<file path="src/rtl/stopwatch_lap.sv">
// BCD stopwatch / countdown timer with tick prescaler, load, lap freeze,
// sticky done on reaching zero and a one-cycle wrap pulse on up-count rollover.
module stopwatch_lap #(
  parameter int TICK_DIV   = 1000000,
  parameter int TICK_W     = 20,
  parameter int NUM_DIGITS = 4,
  parameter int TOP_RADIX  = 6
) (
  input  logic                    clk,
  input  logic                    reset_n,
  input  logic                    run,
  input  logic                    clear,
  input  logic                    load,
  input  logic [4*NUM_DIGITS-1:0] load_value,
  input  logic                    mode_down,
  input  logic                    lap,
  output logic [4*NUM_DIGITS-1:0] digits,
  output logic                    frozen,
  output logic                    done,
  output logic                    wrap
);

  localparam int W = 4 * NUM_DIGITS;
  localparam logic [TICK_W-1:0] P_LAST = TICK_W'(TICK_DIV - 1);
  localparam logic [3:0] TOP_MAX = 4'(TOP_RADIX - 1);

  logic [TICK_W-1:0] p_q, p_d;
  logic [W-1:0]      count_q, count_d;
  logic [W-1:0]      lap_q, lap_d;
  logic [W-1:0]      digits_q, digits_d;
  logic              frozen_q, frozen_d;
  logic              done_q, done_d;
  logic              wrap_q, wrap_d;

  logic [W-1:0]      inc_val, dec_val, clamp_val;
  logic              inc_wraps;
  logic              tick;

  assign tick = run && (p_q == P_LAST);

  // Ripple carry/borrow through all digits so a full rollover resolves in one edge.
  always_comb begin
    logic       carry;
    logic       borrow;
    logic [3:0] dig;
    logic [3:0] dmax;
    logic [3:0] ld;
    inc_val   = '0;
    dec_val   = '0;
    clamp_val = '0;
    carry     = 1'b1;
    borrow    = 1'b1;
    dig       = 4'd0;
    dmax      = 4'd0;
    ld        = 4'd0;
    for (int i = 0; i < NUM_DIGITS; i++) begin
      dig  = count_q[4*i +: 4];
      dmax = (i == NUM_DIGITS - 1) ? TOP_MAX : 4'd9;
      inc_val[4*i +: 4] = dig;
      if (carry) begin
        if (dig >= dmax) begin
          inc_val[4*i +: 4] = 4'd0;
        end else begin
          inc_val[4*i +: 4] = dig + 4'd1;
          carry = 1'b0;
        end
      end
      dec_val[4*i +: 4] = dig;
      if (borrow) begin
        if (dig == 4'd0) begin
          dec_val[4*i +: 4] = dmax;
        end else begin
          dec_val[4*i +: 4] = dig - 4'd1;
          borrow = 1'b0;
        end
      end
      ld = load_value[4*i +: 4];
      clamp_val[4*i +: 4] = (ld > dmax) ? dmax : ld;
    end
    inc_wraps = carry;
  end

  always_comb begin
    p_d      = p_q;
    count_d  = count_q;
    lap_d    = lap_q;
    frozen_d = frozen_q;
    done_d   = done_q;
    wrap_d   = 1'b0;
    if (clear) begin
      p_d      = '0;
      count_d  = '0;
      lap_d    = '0;
      frozen_d = 1'b0;
      done_d   = 1'b0;
    end else begin
      // Lap samples the registered count, so lap with load freezes the pre-load value.
      if (lap) begin
        if (!frozen_q) begin
          lap_d    = count_q;
          frozen_d = 1'b1;
        end else begin
          frozen_d = 1'b0;
        end
      end
      if (load) begin
        count_d = clamp_val;
        p_d     = '0;
        done_d  = 1'b0;
      end else begin
        if (run) begin
          p_d = (p_q == P_LAST) ? '0 : p_q + TICK_W'(1);
        end
        if (tick) begin
          if (mode_down) begin
            if (count_q != '0) begin
              count_d = dec_val;
              if (dec_val == '0) begin
                done_d = 1'b1;
              end
            end
          end else begin
            count_d = inc_val;
            wrap_d  = inc_wraps;
          end
        end
      end
    end
    digits_d = frozen_d ? lap_d : count_d;
  end

  always_ff @(posedge clk or negedge reset_n) begin
    if (!reset_n) begin
      p_q      <= '0;
      count_q  <= '0;
      lap_q    <= '0;
      digits_q <= '0;
      frozen_q <= 1'b0;
      done_q   <= 1'b0;
      wrap_q   <= 1'b0;
    end else begin
      p_q      <= p_d;
      count_q  <= count_d;
      lap_q    <= lap_d;
      digits_q <= digits_d;
      frozen_q <= frozen_d;
      done_q   <= done_d;
      wrap_q   <= wrap_d;
    end
  end

  assign digits = digits_q;
  assign frozen = frozen_q;
  assign done   = done_q;
  assign wrap   = wrap_q;

endmodule

</file>
<file path="config.mk">
export PLATFORM = sky130hd
export DESIGN_NAME = stopwatch_lap
export DESIGN_NICKNAME = d
export VERILOG_FILES = /design/src/rtl/stopwatch_lap.sv
export SDC_FILE = /design/constraint.sdc
export NUM_CORES = 1
export LEC_CHECK = 0
export BUFFER_PORTS_ARGS = -buffer_cell sky130_fd_sc_hd__buf_4
export CORE_UTILIZATION = 55
export CTS_CLUSTER_DIAMETER = 60
export DETAILED_ROUTE_END_ITERATION = 7
export GPL_TIMING_DRIVEN = 0
export PLACE_DENSITY_LB_ADDON = 0.05
export SYNTH_ARGS = -nofsm -noshare
export SYNTH_HDL_FRONTEND = slang
export SYNTH_SLANG_ARGS = --single-unit
</file>
<file path="constraint.sdc">
create_clock -name clk -period 3.2 [get_ports clk]
set_clock_uncertainty 0.1 [all_clocks]
set_input_delay 0.16 -clock clk [delete_from_list [all_inputs] [get_ports clk]]
set_output_delay 0.16 -clock clk [all_outputs]
set_load 0.01 [all_outputs]
</file>
==> impl_summary.md <==
Run status
The flow ran to the end, and the final reports show no timing, DRC or antenna violations.

Logic synthesis
The number of different library cells used by synthesis comes to 70. When the netlist entered floorplanning its net count stood at 564. The part of the Yosys area used for sequential elements is 0.389. The synthesis warning total is 0. The most used flip-flop cell after synthesis is sky130_fd_sc_hd__dfrtp_1.

In the synthesized netlist, the number of instances is 526. Counting flops and latches in the post-synthesis netlist gives 71. In this run, synthesis inferred 0 flip-flops with an integrated enable. The average cell area after synthesis is 8.68 sq um. The summed instance area of the synthesized netlist is 4560 sq um. For this run, asynchronously set or reset flops after synthesis account for 1.00.

Routing
Summing over every cut layer, the via total after detailed routing is 4457. For this block, the initial DRC count from the detailed router was 459. The detailed-router iteration count before antenna repair is 5. In the routed layout, each cell is associated on average with a via count of 6.41.

The count of nets left with antenna violations once routing finished came out at 0. Dividing the detail-routed wire length by the instance count gives 20.1 um. In the routed design, unresolved DRC markers number 0. The total routed wirelength is 14000 um.

STA
The max-slew violation count is 0. The timing-limited maximum frequency is 325 MHz. The count of final setup violators is 0.

The final critical delay including setup and external delays is 3.08 ns. The normalized max-slew margin is 0.400. Dividing the final minimum period by the clock period gives 0.961.

The total negative slack is 0 ns. The slew at the pin closest to its max-slew limit is 0.901 ns. Setup repair after global routing left no endpoint under its margin. The final number of hold-violating endpoints is 0.

The final worst setup slack is 0.125 ns.

Critical path
The critical path capture point type is a flip-flop. The class of the most critical setup path is reg2reg. The cell with the largest stage delay on the worst path is sky130_fd_sc_hd__or3b_2. The critical path goes through clkbuf_1 > inv_1 > ha_2 > or3b_2 > o41ai_4 > nor2_2 > a2111oi_4 > a211oi_2 > mux2_2. Along the worst path, the maximum fanout reaches 8. The arrival time of the worst setup path is 3.22 ns.

The type of origin of the critical path is a flip-flop. In this design, the stage delay of the slowest critical-path cell is 0.52 ns. At the worst endpoint, the required time is 3.34 ns.

Power and ir drop
IR analysis of the VDD net gives a maximum drop of 0.000275 V. The design draws 2.15 mW. Dividing total power by cell area gives a power density of 403 nW/um^2. The combinational power share is 0.213.

Of the total power, the clock network draws 0.344. The share of total power dissipated in sequential elements is 0.443. Summed over all nets, the switching power comes to 0.666 mW. The leakage dissipation is 2.23 nW. The switching share of total power is 0.311. The cell internal power dissipation is 1.48 mW.

Floorplan
During I/O placement, the number of pins put on the boundary was 42. The initial core utilization is 0.579. The overall die area is 8670 sq um.

The vertical die dimension is 93.1 um. The core region is 7890 sq um. The initialized floorplan defines 32 standard-cell rows. The die is 93.1 um wide.

Clock network
Clock-pin slew was measured on the worst setup and hold paths at 0.08 ns. The tree built by TritonCTS fans out to 71 sinks. The tree is rooted in a sky130_fd_sc_hd__clkbuf_8. TritonCTS built the clock tree. No sink is reached through more buffers than the 2 on the longest clock path. The number of CTS-inserted buffers is 9.

The H-tree was split into 3 levels. The clock latency reported for the late side of the worst-skew pair is 0.36 ns.

Global routing
The number of global-route vias before repair is 4367. Entering global routing, the biggest net connects 72 pins. The overall global routing resource usage is 0.343. The number of antenna violations at the first check in global routing is 0. The first global-routing pass estimated 22300 um of wire. Summed over all layers, the global routing overflow is 0.

Placement
The wire-length estimate of the detail-placed layout is 9580 um. The placed instance count is 667. The global placer's final weighted congestion is 0.955. At the placement stage, the worst setup path has a slack of -0.181 ns. In this run the tool buffered the top-level ports with 39 buffer cells.

Finish
In the layout the commonest cells are sky130_fd_sc_hd__nand2_1, sky130_fd_sc_hd__dfrtp_1, sky130_fd_sc_hd__buf_4. The filler cell count is 669. The area added between synthesis and finish is 16.6%. The repair_antennas step left the layout with diodes totalling 0. The filler-free cell count of the finished design is 695. The commonest non-fill, non-tap cell in the layout is sky130_fd_sc_hd__nand2_1.

At the end of the flow the core is filled with cells to 0.675. At the end of the flow, the number of nets in the layout was 626. In the final layout, the share of cells above drive strength 1 is 0.175.

Hold path
The worst hold path class is in2reg.

Flow run
The max-capacitance violation count is 0.
[synthesized netlist by cell type (all sizes together) (6+ instances only)]
cell type	count	area (sq um)
o31ai	9	72.6
a21oi	35	179
clkbuf	29	109
o21ai	30	150
nand2	72	270
mux2	12	135
xor2	10	87.6
nor3	10	50.1
ha	15	188
a211oi	8	65.1
buf	8	47.5
nand4	13	81.3
a31oi	12	75.1
dfrtp	71	1780
nand3	13	65.1
or3b	6	52.6
nor2	44	168
inv	22	82.6
[area by class of cell]
type	count	area (sq um)	share of cell area
Timing Repair Buffer	51	398	0.0747
Multi-Input combinational cell	396	2580	0.485
Clock inverter	6	60.1	0.0113
Sequential cell	71	1780	0.334
Buffer	37	158	0.0296
Tap cell	102	128	0.0240
Inverter	22	82.6	0.0155
Clock buffer	10	138	0.0259
[cells by family after synthesis]
| family | synth area share |
|---|---|
| XOR/XNOR | 0.0249 |
| buffers and inverters | 0.0524 |
| AND/OR/NAND/NOR | 0.233 |
| AO/OA/AOI/OAI | 0.223 |
| multiplexers | 0.0362 |
| flip-flops | 0.389 |
| adder cells (fa/ha/maj) | 0.0411 |
[registers in the layout, summed over array words and instances (netlist names)]
signal,cells
done,1
count_q,16
lap_q,16
digits,16
wrap,1
p_q,20
frozen,1
[per-layer routing]
metal,part of all wire,vias up,global-route usage
li1,-,2043,-
met1,0.41,2156,0.438
met2,0.48,215,0.570
met3,0.075,43,0.0561
met4,0.034,0,0.155
met5,0,-,0
[worst paths after layout]
| path | startpoint | endpoint | slack, ns | cells after the start |
|---|---|---|---|---|
| hold / removal | load_value[9] | count_q[9]$_DFF_PN0_ | 0.02 | 3 |
| min in group asynchronous | reset_n | lap_q[4]$_DFF_PN0_ | 0.36 | 2 |
| setup / recovery | count_q[8]$_DFF_PN0_ | digits[4]$_DFF_PN0_ | 0.12 | 9 |
| max in group asynchronous | reset_n | count_q[0]$_DFF_PN0_ | 2.03 | 2 |
| setup reg to reg | count_q[8]$_DFF_PN0_ | digits[4]$_DFF_PN0_ | 0.12 | 9 |
| hold reg to reg | p_q[19]$_DFFE_PN0P_ | p_q[19]$_DFFE_PN0P_ | 0.38 | 1 |
[timing repair]
action	in CTS	in global routing
resized for setup	2	8
pin swaps	0	1
setup buffers	3	3
endpoints found under the hold margin	77	0
hold buffers	6	0
setup endpoints to repair	4	11
[critical path: cells and delay by family, from the launching register on]
family,cells,cell delay [ns]
flip-flops,1,0.41
multiplexers,1,0.29
AO/OA/AOI/OAI,3,0.86
adder cells (fa/ha/maj),1,0.28
AND/OR/NAND/NOR,2,0.60
buffers and inverters,2,0.42
[through the flow]
step                hold WS [ns]  cell area [sq um]
CTS                       0.0180               5280
global placement           0.230               4980
floorplan                 -0.236               4560
global route              0.0135               5320
finish                    0.0180               5320
detailed placement         0.245               4980
[power groups by stage]
stage,combinational (mW),sequential [mW],clock [mW]
final,0.457,0.951,0.737
after CTS,0.436,0.950,0.742
after floorplan,0.255,0.969,0
after global routing,0.493,0.955,0.786
after detailed placement,0.417,0.967,0
after global placement,0.416,0.965,0
(Power assumes the default switching activity.)
